===== src/rtl/hit_arbiter.sv =====
// -----------------------------------------------------------------------------
// hit_arbiter
//
// Multi-channel hit front-end for the muon DAQ. Each raw discriminator input
// is synchronised through two flops, rising edges are detected on a third
// history flop, and every accepted edge is latched as a pending hit together
// with the free-running timestamp of the cycle in which the edge was seen.
// Pending hits are drained round-robin onto one valid/ready event port.
// Hits arriving on a channel that still holds an undelivered hit are lost to
// pile-up and counted in a saturating drop counter.
//
// Handshake: o_valid/o_channel/o_timestamp are registered. Once o_valid is
// high, o_channel and o_timestamp stay stable until a cycle with
// o_valid & i_ready; that edge completes the transfer and o_valid drops for
// at least one cycle, so at most one event is transferred every two clocks.
// The only exit from an offer without handshake is reset.
//
// Ports:
//   clk          system clock
//   rst          asynchronous active-low reset
//   i_hits       raw asynchronous channel inputs
//   i_enable     1 = accept new hits
//   i_ch_mask    per-channel enable for new hits
//   i_clr_ovf    synchronous clear of o_ovf_cnt (wins over same-cycle drops)
//   i_ready      downstream ready
//   o_valid      event valid
//   o_channel    channel of the offered event
//   o_timestamp  timestamp of the offered event
//   o_ovf_cnt    saturating dropped-hit count
//   o_busy       any channel pending or an event on offer
// -----------------------------------------------------------------------------
module hit_arbiter #(
    parameter int N_CH  = 8,
    parameter int TS_W  = 32,
    parameter int OVF_W = 16,
    localparam int CH_W = $clog2(N_CH)
) (
    input  logic              clk,
    input  logic              rst,
    input  logic [N_CH-1:0]   i_hits,
    input  logic              i_enable,
    input  logic [N_CH-1:0]   i_ch_mask,
    input  logic              i_clr_ovf,
    input  logic              i_ready,
    output logic              o_valid,
    output logic [CH_W-1:0]   o_channel,
    output logic [TS_W-1:0]   o_timestamp,
    output logic [OVF_W-1:0]  o_ovf_cnt,
    output logic              o_busy
);

    // Width of a per-cycle drop count and of the unsaturated sum; the sum
    // width is large enough that max count plus max drops never wraps.
    localparam int CNT_W = $clog2(N_CH + 1);
    localparam int SUM_W = OVF_W + CNT_W;
    localparam logic [OVF_W-1:0] OVF_MAX = '1;

    typedef enum logic {
        S_IDLE  = 1'b0,
        S_OFFER = 1'b1
    } state_t;

    // Registered state
    logic [N_CH-1:0]  s1_q, s2_q, s3_q;
    logic [N_CH-1:0]  pending_q;
    logic [TS_W-1:0]  ts_mem_q [N_CH];
    logic [TS_W-1:0]  ts_cnt_q;
    logic             valid_q;
    logic [CH_W-1:0]  channel_q;
    logic [TS_W-1:0]  ts_out_q;
    logic [OVF_W-1:0] ovf_q;
    logic [CH_W-1:0]  rr_ptr_q;
    state_t           state_q;

    // Next-state values
    logic [N_CH-1:0]  s1_d, s2_d, s3_d;
    logic [N_CH-1:0]  pending_d;
    logic [TS_W-1:0]  ts_mem_d [N_CH];
    logic [TS_W-1:0]  ts_cnt_d;
    logic             valid_d;
    logic [CH_W-1:0]  channel_d;
    logic [TS_W-1:0]  ts_out_d;
    logic [OVF_W-1:0] ovf_d;
    logic [CH_W-1:0]  rr_ptr_d;
    state_t           state_d;

    // Combinational helpers
    logic [N_CH-1:0]  rise;
    logic             handshake;
    logic [N_CH-1:0]  grant_vec;
    logic [N_CH-1:0]  drop_vec;
    logic [CNT_W-1:0] drop_n;
    logic [SUM_W-1:0] ovf_sum;
    logic             found;
    logic [CH_W-1:0]  sel_ch;
    logic [CH_W:0]    scan_idx;

    // Sync chain, edge history and timestamp counter. The history flop s3
    // follows s2 regardless of enable/mask, so a level that was already high
    // while blocked never turns into an edge later.
    always_comb begin
        s1_d     = i_hits;
        s2_d     = s1_q;
        s3_d     = s2_q;
        ts_cnt_d = ts_cnt_q + TS_W'(1);
        rise     = s2_q & ~s3_q & i_ch_mask & {N_CH{i_enable}};
    end

    // Pending flags and stored timestamps. A rise on the channel being
    // handed off this cycle re-arms it with the new timestamp (set wins).
    always_comb begin
        handshake = valid_q & i_ready;
        grant_vec = '0;
        for (int c = 0; c < N_CH; c++) begin
            grant_vec[c] = handshake && (channel_q == CH_W'(c));
        end
        drop_vec  = rise & pending_q & ~grant_vec;
        pending_d = (pending_q & ~grant_vec) | rise;
        ts_mem_d  = ts_mem_q;
        for (int c = 0; c < N_CH; c++) begin
            if (rise[c] && (!pending_q[c] || grant_vec[c])) begin
                ts_mem_d[c] = ts_cnt_q;
            end
        end
    end

    // Saturating drop counter; clear discards same-cycle drops.
    always_comb begin
        drop_n = '0;
        for (int c = 0; c < N_CH; c++) begin
            drop_n = drop_n + CNT_W'(drop_vec[c]);
        end
        ovf_sum = SUM_W'(ovf_q) + SUM_W'(drop_n);
        if (i_clr_ovf) begin
            ovf_d = '0;
        end else if (ovf_sum > SUM_W'(OVF_MAX)) begin
            ovf_d = OVF_MAX;
        end else begin
            ovf_d = ovf_sum[OVF_W-1:0];
        end
    end

    // Round-robin search: first pending channel at or above rr_ptr, wrapping.
    always_comb begin
        found    = 1'b0;
        sel_ch   = '0;
        scan_idx = '0;
        for (int i = 0; i < N_CH; i++) begin
            scan_idx = {1'b0, rr_ptr_q} + (CH_W + 1)'(i);
            if (scan_idx >= (CH_W + 1)'(N_CH)) begin
                scan_idx = scan_idx - (CH_W + 1)'(N_CH);
            end
            if (!found && pending_q[scan_idx]) begin
                found  = 1'b1;
                sel_ch = scan_idx[CH_W-1:0];
            end
        end
    end

    // Output sequencer
    always_comb begin
        state_d   = state_q;
        valid_d   = valid_q;
        channel_d = channel_q;
        ts_out_d  = ts_out_q;
        rr_ptr_d  = rr_ptr_q;
        case (state_q)
            S_IDLE: begin
                if (found) begin
                    channel_d = sel_ch;
                    ts_out_d  = ts_mem_q[sel_ch];
                    valid_d   = 1'b1;
                    state_d   = S_OFFER;
                end
            end
            S_OFFER: begin
                if (i_ready) begin
                    valid_d  = 1'b0;
                    rr_ptr_d = (channel_q == CH_W'(N_CH - 1)) ? '0
                                                              : channel_q + CH_W'(1);
                    state_d  = S_IDLE;
                end
            end
            default: begin
                valid_d = 1'b0;
                state_d = S_IDLE;
            end
        endcase
    end

    always_ff @(posedge clk or negedge rst) begin
        if (!rst) begin
            s1_q      <= '0;
            s2_q      <= '0;
            s3_q      <= '0;
            pending_q <= '0;
            for (int c = 0; c < N_CH; c++) begin
                ts_mem_q[c] <= '0;
            end
            ts_cnt_q  <= '0;
            valid_q   <= 1'b0;
            channel_q <= '0;
            ts_out_q  <= '0;
            ovf_q     <= '0;
            rr_ptr_q  <= '0;
            state_q   <= S_IDLE;
        end else begin
            s1_q      <= s1_d;
            s2_q      <= s2_d;
            s3_q      <= s3_d;
            pending_q <= pending_d;
            ts_mem_q  <= ts_mem_d;
            ts_cnt_q  <= ts_cnt_d;
            valid_q   <= valid_d;
            channel_q <= channel_d;
            ts_out_q  <= ts_out_d;
            ovf_q     <= ovf_d;
            rr_ptr_q  <= rr_ptr_d;
            state_q   <= state_d;
        end
    end

    assign o_valid     = valid_q;
    assign o_channel   = channel_q;
    assign o_timestamp = ts_out_q;
    assign o_ovf_cnt   = ovf_q;
    assign o_busy      = (|pending_q) | valid_q;

endmodule

===== config.mk =====
export PLATFORM = sky130hd
export DESIGN_NAME = hit_arbiter
export DESIGN_NICKNAME = d
export VERILOG_FILES = /design/src/rtl/hit_arbiter.sv
export SDC_FILE = /design/constraint.sdc
export NUM_CORES = 1
export LEC_CHECK = 0
export ABC_CLOCK_PERIOD_IN_PS = 10800
export CORE_MARGIN = 8
export CORE_UTILIZATION = 45
export CTS_CLUSTER_DIAMETER = 200
export DETAILED_ROUTE_END_ITERATION = 7
export PLACE_DENSITY_LB_ADDON = 0.3
export SLEW_MARGIN = 5
export SYNTH_ARGS = -nofsm -noshare
export SYNTH_HDL_FRONTEND = slang
export SYNTH_SLANG_ARGS = --single-unit

===== constraint.sdc =====
create_clock -name clk -period 10.8 [get_ports clk]
set_clock_uncertainty 0.15 [all_clocks]
set_input_delay 1.62 -clock clk [delete_from_list [all_inputs] [get_ports clk]]
set_output_delay 1.62 -clock clk [all_outputs]
set_load 0.1 [all_outputs]

==> results.tsv <==
metric	value	unit
drtIter0Drc	647	
num_vias	10500	
synth-seq-cells	376	
start_util	0.455	
maxCapViolations	0	
antenna_found_initial	0	
avgSynthCellArea	13.3	µm²
worst-setup-path-type	in2reg	
synthTopCellsByArea	dfrtp_1 (53%), mux2_2 (17%), mux2i_1 (7.8%)	
cts_tree	done	
synth_top_area_frac	0.535	
p_leak	9.34	nW
grt_max_degree	130	
tightestPinTransition	1100	ps
syn_to_final_growth	14.2	%
post-dp-hpwl	21700	µm
syn-cell-area	17600	µm²
synth_flop_cell	dfrtp_1	
die-area	45700	µm²
drc	0	
post_cts_buffers	0	
max_freq	158	MHz
hold_class	reg2reg	
max_stage_delay	540	ps
layout_common_cells	dfrtp_1 (376), mux2_2 (261), mux2i_1 (138)	
fin_total_pwr	6.73	mW
cp.required	11050	ps
finalSetupViolCount	0	
status	finished clean	
crit_chain	clkdlybuf4s50_1 > nand2_1 > nor2_1 > nand2_1 > nand2_1 > nor2_1 > fa_1 > inv_1 > fa_1 > inv_1 > fa_1 > fa_1 > fa_1 > a21o_1 > a21oi_1 > nand2b_1 > nor2_1 > inv_1 > nor2_1 > nor4bb_1 > nor3_1	
clockRootBuffer	clkbuf_16	
syn_inst	1324	
die_w	214	µm
final_nets	1391	
routed_via_density	5.54	
die_h	214	µm
htreeDepth	2	
crit_fanout	4	
insertedDiodeCount	0	
io_buffers	73	
cts_hold_buf	0	
synth-edff-count	0	
synthDistinctLibCells	58	
drtPass1Iterations	4	
syn_nets	1365	
cts_resized	0	
regArea	9410	µm²
ant_nets	0	
max_slew_margin	0.269	
cp_slowest_cell	fa_1	
yosys.area.top_type	dfrtp_1	
drive_above_1_share	0.297	
numClockSinks	376	
period_needed	6330	ps
grt_pass1_wl	62900	µm
powerDensity	335	nW/µm²
cts.clk_slew.worst_paths	60	ps
crit_arrival	6580	ps
critical_path.most_common_cell	fa_1	
grt_pass1_vias	11400	
core_area	38600	µm²
fp-row-count	72	
period_share	0.586	
async_reset_ff_frac	1.00	
startpoint_type	input port	
cts_buffers	41	
seq_area_frac_synth	0.535	
pin_count	74	
grtUsageTotal	0.173	
gp_congestion	0.819	
drv_slew	0	
routed_wl	38300	µm
endpoint_kind	flop	
hold_viol_final	0	
ir_drop	0.000815	V
yosys_warnings	0	
totalNegativeSetupSlack	0	ps
grt_setup_unrepaired	no	
multi_input_area	7740	µm²
insertion_delay	550	ps
route.detailed.wl_per_inst	20.1	µm
grt-ovfl-total	0	
cts_buffer_depth	3	
final_common_cell	dfrtp_1	
num-fill-cells	3297	
[per-layer routing]
layer / share of wire / up-vias / global-route usage / routed length [µm]
li1: - / 4828 / - / -
met4: 0.023 / 0 / 0.0511 / 881
met2: 0.48 / 177 / 0.285 / 18200
met1: 0.47 / 5467 / 0.234 / 17900
met5: 0 / - / 0 / 0
met3: 0.034 / 59 / 0.0262 / 1320
[cell families after synthesis]
logic type	synth area share
multiplexers	0.268
flip-flops	0.535
AND/OR/NAND/NOR	0.0505
AO/OA/AOI/OAI	0.0774
buffers and inverters	0.0322
XOR/XNOR	0.0214
adder cells (fa/ha/maj)	0.0164
[final cells by class]
cell class | instances | area share
clock buffers | 62 | 0.0599
clock inverters | 13 | 0.00728
inverters | 17 | 0.00317
multi-input cells | 822 | 0.385
flip-flops and latches | 376 | 0.468
well taps | 518 | 0.0322
repair buffers | 92 | 0.0443
[cells in the mapped netlist, drive strengths merged (2+ instances only)]
| master | instances |
|---|---|
| a211oi | 3 |
| a21boi | 2 |
| a21o | 3 |
| a21oi | 23 |
| a22o | 65 |
| a22oi | 3 |
| a41oi | 3 |
| and3 | 8 |
| and4 | 3 |
| buf | 25 |
| clkbuf | 84 |
| dfrtp | 376 |
| fa | 5 |
| ha | 15 |
| inv | 17 |
| mux2 | 261 |
| mux2i | 140 |
| mux4 | 16 |
| nand2 | 84 |
| nand2b | 6 |
| nand3 | 15 |
| nand4 | 12 |
| nand4b | 8 |
| nor2 | 27 |
| nor2b | 4 |
| nor3 | 4 |
| nor4 | 4 |
| o21ai | 12 |
| o31ai | 34 |
| or2 | 2 |
| or3 | 2 |
| xnor2 | 29 |
| xor2 | 14 |
[sequential cells by signal (all words and copies together) (netlist names)]
register     count
ts_cnt_q        32
o_channel        3
ts_mem_q       256
pending_q        8
s1_q             8
s2_q             8
o_valid          1
s3_q             8
o_ovf_cnt       16
state_q          1
rr_ptr_q         3
o_timestamp     32
[metrics by stage]
stage / util / instances / hold WS [ps] / setup slack [ps] / instance area [µm²]
after floorplan: - / 1324 / 181 / 4790 / 17600
after global placement: 0.485 / 1825 / 182 / 4020 / 18800
after detailed placement: 0.485 / 1825 / 185 / 3940 / 18800
after CTS: 0.520 / 1900 / 198 / 4490 / 20100
after global routing: 0.520 / 1900 / 200 / 4120 / 20100
final: 0.520 / 1900 / 194 / 4470 / 20100
[report_power, final]
part | leakage, nW | switching (mW) | internal (mW)
sequential | 5.03 | 0.174 | 1.59
combinational | 3.65 | 2.12 | 1.46
clock | 0.662 | 0.564 | 0.824
total | 9.34 | 2.86 | 3.87
[worst max-delay path, delay by kind of cell]
family          cells  cell delay [ps]
fa+ha+maj           5             2450
buf+inv             4              730
simple gates       10             1360
compound gates      2              440
[final timing paths]
kind | start | endpoint | slack [ps] | cells after the start
hold / removal | s1_q[2]$_DFF_PN0_ | s2_q[2]$_DFF_PN0_ | 190 | 0
min in group asynchronous | rst | o_timestamp[24]$_DFFE_PN0P_ | 920 | 1
max in group asynchronous | rst | ts_mem_q[39]$_DFFE_PN0P_ | 7400 | 3
setup reg to reg | rr_ptr_q[1]$_DFFE_PN0P_ | o_timestamp[18]$_DFFE_PN0P_ | 5360 | 11
hold reg to reg | s1_q[2]$_DFF_PN0_ | s2_q[2]$_DFF_PN0_ | 190 | 0
setup / recovery | i_ready | o_ovf_cnt[15]$_DFF_PN0_ | 4470 | 21
(Power assumes the default switching activity.)
